`src/rtl/operand_fetch_pkg.sv`:
```
// Shared types and default sizing for the operand fetch stage and its scoreboard.
package operand_fetch_pkg;

  localparam int unsigned DATA_W_DEF = 32;
  localparam int unsigned ADDR_W_DEF = 5;
  localparam int unsigned NREG       = 2 ** ADDR_W_DEF;

  typedef enum logic [1:0] {
    IDLE  = 2'd0,
    ISSUE = 2'd1,
    DATA  = 2'd2,
    HOLD  = 2'd3
  } of_state_t;

endpackage

```
`src/rtl/operand_fetch_reg_scoreboard.sv`:
```
// Busy-bit scoreboard: one bit per register, set when a writing instruction
// leaves for execute, cleared when its writeback arrives.
module reg_scoreboard
  import operand_fetch_pkg::*;
#(
  parameter int unsigned ADDR_W = ADDR_W_DEF
) (
  input  logic              clk,
  input  logic              rst,
  input  logic              set_en,
  input  logic [ADDR_W-1:0] set_addr,
  input  logic              clr_en,
  input  logic [ADDR_W-1:0] clr_addr,
  input  logic [ADDR_W-1:0] q_sr1,
  input  logic [ADDR_W-1:0] q_sr2,
  input  logic [ADDR_W-1:0] q_sr3,
  input  logic [ADDR_W-1:0] q_dr,
  input  logic              q_dr_en,
  output logic              hazard_free
);

  localparam int unsigned N = 2 ** ADDR_W;

  logic [N-1:0] busy;
  logic [N-1:0] set_mask;
  logic [N-1:0] clr_mask;
  logic [N-1:0] busy_eff;

  always_comb begin
    set_mask = '0;
    clr_mask = '0;
    if (set_en) set_mask[set_addr] = 1'b1;
    if (clr_en) clr_mask[clr_addr] = 1'b1;
  end

  // A writeback landing this cycle already frees its register for the query.
  assign busy_eff = busy & ~clr_mask;

  always_comb begin
    hazard_free = ~(busy_eff[q_sr1] | busy_eff[q_sr2] | busy_eff[q_sr3] |
                    (q_dr_en & busy_eff[q_dr]));
  end

  // Set is applied after clear so a same-edge set on the same register wins.
  always_ff @(posedge clk) begin
    if (rst) busy <= '0;
    else     busy <= busy_eff | set_mask;
  end

endmodule

```
`src/rtl/operand_fetch.sv`:
```
// Operand fetch stage: accepts decoded instructions when hazard-free, reads the
// register file (one-cycle registered latency) and presents operands to execute.
module operand_fetch
  import operand_fetch_pkg::*;
#(
  parameter int unsigned DATA_W = DATA_W_DEF,
  parameter int unsigned ADDR_W = ADDR_W_DEF
) (
  input  logic              CLK,
  input  logic              RST,
  input  logic              in_valid,
  output logic              in_ready,
  input  logic [ADDR_W-1:0] in_sr1,
  input  logic [ADDR_W-1:0] in_sr2,
  input  logic [ADDR_W-1:0] in_sr3,
  input  logic [ADDR_W-1:0] in_dr,
  input  logic              in_wen,
  output logic [ADDR_W-1:0] SR1,
  output logic [ADDR_W-1:0] SR2,
  output logic [ADDR_W-1:0] SR3,
  input  logic [DATA_W-1:0] ReadReg1,
  input  logic [DATA_W-1:0] ReadReg2,
  input  logic [DATA_W-1:0] ReadReg3,
  output logic              RegW,
  output logic [ADDR_W-1:0] DR,
  output logic [DATA_W-1:0] Reg_In,
  input  logic              wb_valid,
  input  logic [ADDR_W-1:0] wb_dr,
  input  logic [DATA_W-1:0] wb_data,
  output logic              out_valid,
  input  logic              out_ready,
  output logic [DATA_W-1:0] out_op1,
  output logic [DATA_W-1:0] out_op2,
  output logic [DATA_W-1:0] out_op3,
  output logic [ADDR_W-1:0] out_dr,
  output logic              out_wen
);

  of_state_t state;
  of_state_t state_next;

  logic [ADDR_W-1:0] lat_sr1;
  logic [ADDR_W-1:0] lat_sr2;
  logic [ADDR_W-1:0] lat_sr3;
  logic [ADDR_W-1:0] lat_dr;
  logic              lat_wen;
  logic              hazard_free;
  logic              accept;
  logic              fire;

  assign accept = in_valid & in_ready;
  assign fire   = out_valid & out_ready;

  always_ff @(posedge CLK) begin
    if (RST) state <= IDLE;
    else     state <= state_next;
  end

  always_comb begin
    state_next = state;
    unique case (state)
      IDLE:    if (accept) state_next = ISSUE;
      ISSUE:   state_next = DATA;
      DATA:    state_next = HOLD;
      HOLD:    if (out_ready) state_next = IDLE;
      default: state_next = IDLE;
    endcase
  end

  always_comb begin
    in_ready  = (state == IDLE) & ~RST & hazard_free;
    out_valid = (state == HOLD);
  end

  // Read addresses come straight from the latched fields; they only change on
  // accept, so they are valid throughout ISSUE and hold their value elsewhere.
  assign SR1 = lat_sr1;
  assign SR2 = lat_sr2;
  assign SR3 = lat_sr3;

  always_ff @(posedge CLK) begin
    if (RST) begin
      lat_sr1 <= '0;
      lat_sr2 <= '0;
      lat_sr3 <= '0;
      lat_dr  <= '0;
      lat_wen <= 1'b0;
    end else if (accept) begin
      lat_sr1 <= in_sr1;
      lat_sr2 <= in_sr2;
      lat_sr3 <= in_sr3;
      lat_dr  <= in_dr;
      lat_wen <= in_wen;
    end
  end

  always_ff @(posedge CLK) begin
    if (RST) begin
      out_op1 <= '0;
      out_op2 <= '0;
      out_op3 <= '0;
      out_dr  <= '0;
      out_wen <= 1'b0;
    end else if (state == DATA) begin
      out_op1 <= ReadReg1;
      out_op2 <= ReadReg2;
      out_op3 <= ReadReg3;
      out_dr  <= lat_dr;
      out_wen <= lat_wen;
    end
  end

  assign RegW   = wb_valid & ~RST;
  assign DR     = wb_dr;
  assign Reg_In = wb_data;

  reg_scoreboard #(
    .ADDR_W(ADDR_W)
  ) u_scoreboard (
    .clk        (CLK),
    .rst        (RST),
    .set_en     (fire & out_wen),
    .set_addr   (out_dr),
    .clr_en     (wb_valid),
    .clr_addr   (wb_dr),
    .q_sr1      (in_sr1),
    .q_sr2      (in_sr2),
    .q_sr3      (in_sr3),
    .q_dr       (in_dr),
    .q_dr_en    (in_wen),
    .hazard_free(hazard_free)
  );

endmodule

```
`config.mk`:
```
export PLATFORM = sky130hd
export DESIGN_NAME = operand_fetch
export DESIGN_NICKNAME = d
export VERILOG_FILES = /design/src/rtl/operand_fetch_pkg.sv /design/src/rtl/operand_fetch_reg_scoreboard.sv /design/src/rtl/operand_fetch.sv
export SDC_FILE = /design/constraint.sdc
export NUM_CORES = 1
export LEC_CHECK = 0
export CAP_MARGIN = 20
export CORE_MARGIN = 1.5
export CORE_UTILIZATION = 46
export DETAILED_ROUTE_END_ITERATION = 6
export GPL_ROUTABILITY_DRIVEN = 0
export HOLD_SLACK_MARGIN = 0.12
export PLACE_DENSITY = 0.93
export SKIP_CTS_REPAIR_TIMING = 1
export SYNTH_ARGS = -nofsm -noshare
export SYNTH_HDL_FRONTEND = slang
export SYNTH_SLANG_ARGS = --single-unit
```
`constraint.sdc`:
```
create_clock -name CLK -period 6 [get_ports CLK]
set_input_delay 0.9 -clock CLK [delete_from_list [all_inputs] [get_ports CLK]]
set_output_delay 0.9 -clock CLK [all_outputs]
set_load 0.03 [all_outputs]
```
==> metrics.txt <==
run status=finished clean; Worst-Skew Late Latency=0.42 ns; first-pass GRT wire length=36900 um; critical path class=input port to output port; Post-Place Worst Slack=0.824 ns; Reg power frac=35.7%; leakage power=3.58 nW; Mean Syn Cell Area=9.17 um^2; final wirelength=24200 um; Gate power share=32.8%; Max VDD drop=0.321 mV; Final Slew Violations=0; Layout area overhead=39.7%; die area=17000 um^2; unrepaired setup endpoints after global routing=false; Rows=46; First-pass DRT Iterations=6; CP arrival=4.42 ns; drt wl/cell=19.6 um; Seq/Total Area, Yosys=42.0%; FFs w/ async S/R, synth=0%; Least-Margin Pin Slew=0.872 ns; DIE WIDTH=131 um; Mapped Cells=816; Clock Path Buffers=2; H-tree depth=4; Root Driver=clkbuf_16; number of diodes=0; GRT Util Overall=28.3%; top cell type by total area after synthesis=dfxtp_1; Num CTS Buffers=17; internal power=2.27 mW; TritonCTS clock tree=yes; post-route worst setup slack=0.684 ns; Final setup viols=0; Vias/cell=5.78; startpoint types=input port; final hold violations=0; synth unique cells=60; total gr overflow=0; max-cap viol count=0; final setup TNS=0 ns; CP endpoint kind=output port; number of I/O port buffers=251; number of enable flip-flop cells after synthesis=0; Min-Delay Path Class=flip-flop to flip-flop; Critical Path Fanout Max=10; vias in the first global route=7031; dpl hpwl=17200 um; Starting Density=47.1%; clock-pin slew on the worst setup and hold paths=0.06 ns; power per cell area=332 nW/um^2; Starting DRT DRC Count=930; Yosys Warn Count=0; CORE AREA=15900 um^2; CTS Sinks=157; Tcrit/Tclk final=88.6%; most frequent cells after synthesis=157 x dfxtp_1, 145 x nor2_1, 137 x mux2i_1; Required @ worst endpoint=5.10 ns; ratio of cells with drive above 1 in the final layout=6.00%; Ports=316; Synth Cell Area=7480 um^2; post-synth top area share=42.0%; Yosys reg bits=157; Routed Antenna Nets=0; skew final=0.0104 ns; Sw Share=34.5%; fmax=188 MHz; Slew HR=41.7%; Post-synth top flop=dfxtp_1; clock share of power=31.5%; most numerous cell in the Yosys netlist=dfxtp_1; initial antenna violation count=0; Net Sw Power=1.20 mW; minimum clock period=5.32 ns; vias post-DR=7122; largest net degree at the start of global routing=86; syn_nets=979; DRC=0; die height=131 um; most area-consuming cells after synthesis=dfxtp_1 42%, mux2i_1 18%, nor2_1 7.3%; NumNets Final=1167
==> power groups by stage <==
stage	sequential (mW)	clock [mW]	combinational [mW]
after floorplan	1.48	0	0.506
after global placement	1.25	0	1.10
after detailed placement	1.26	0	1.12
after CTS	1.24	1.11	1.13
after global routing	1.25	1.16	1.20
final	1.24	1.09	1.14
==> cell type report <==
class                   count  area [um^2]
fillers                  1247         5430
clock inverters            14          170
inverters                   8         30.0
flip-flops and latches    157         3140
well taps                 216          270
clock buffers              17          425
multi-input cells         558         3800
repair buffers            262         2610
==> state kept, by name, indices dropped and copies added, names as in the netlist <==
register,cells
lat_wen,1
u_scoreboard.busy,32
out_dr,5
SR2,5
out_op2,32
out_wen,1
SR1,5
out_op3,32
out_op1,32
lat_dr,5
state,2
SR3,5
==> metrics by stage <==
step	std cells	hold WS (ns)	util, %	power (mW)	cell area [um^2]
after floorplan	816	0.460	-	1.98	7480
after global placement	1199	0.470	61.8	2.35	9820
final	1232	0.488	65.8	3.47	10500
after detailed placement	1200	0.479	61.9	2.38	9830
after global routing	1232	0.514	65.8	3.61	10500
after CTS	1231	0.497	65.6	3.48	10400
==> placed cells by master (no fill, tap or decap), types with 4 or more instances in the layout <==
cell,count
o21a_1,6
a221oi_1,5
a22oi_1,5
nand2b_1,11
clkdlybuf4s50_1,250
inv_8,5
mux2i_1,137
mux2_2,5
nand4_1,8
nor2b_1,7
o2111ai_1,5
and3_1,4
clkbuf_16,17
a21oi_1,37
nand2_1,45
a31oi_1,6
nor3b_1,8
inv_6,5
nand3_1,6
mux4_2,6
and3b_1,4
dfxtp_1,157
nor3_1,11
inv_1,6
nor2_1,145
buf_4,11
o211ai_1,11
o21ai_0,25
o21ai_1,9
==> critical path: stages <==
cell and delay, ns:
clkdlybuf4s50_1 0.64, nand4b_1 0.39, o21ai_0 0.57, mux4_2 0.33, nor2_1 0.04, a31oi_1 0.19, nand4_1 0.25, nor2_1 0.22
o311a_1 0.19, clkdlybuf4s50_1 0.70
==> routing by layer <==
| layer | wire (um) | vias up | GRT usage, % | part of all wire, % |
|---|---|---|---|---|
| met4 | 1100 | 0 | 13.4 | 4.5 |
| met5 | 0 | - | 0 | 0 |
| met1 | 8390 | 3293 | 30.9 | 35 |
| li1 | - | 3239 | - | - |
| met2 | 11800 | 470 | 47.6 | 49 |
| met3 | 2880 | 120 | 12.0 | 12 |
==> kinds of logic after synthesis <==
| group | synth area share (%) |
|---|---|
| buf+inv | 7.37 |
| flops | 42.0 |
| mux | 20.9 |
| simple gates | 16.7 |
| fa+ha+maj | 0.669 |
| compound gates | 12.4 |
==> path summary, 6_finish.rpt <==
path | end | start | cells after the start | slack [ns]
max reg2reg | SR1[0] | u_scoreboard.busy[16] | 9 | 2.88
min reg2reg | SR1[2] | SR1[2] | 2 | 0.49
max | in_ready | wb_dr[3] | 10 | 0.68
min | SR1[2] | SR1[2] | 2 | 0.49
(Power assumes the default switching activity.)
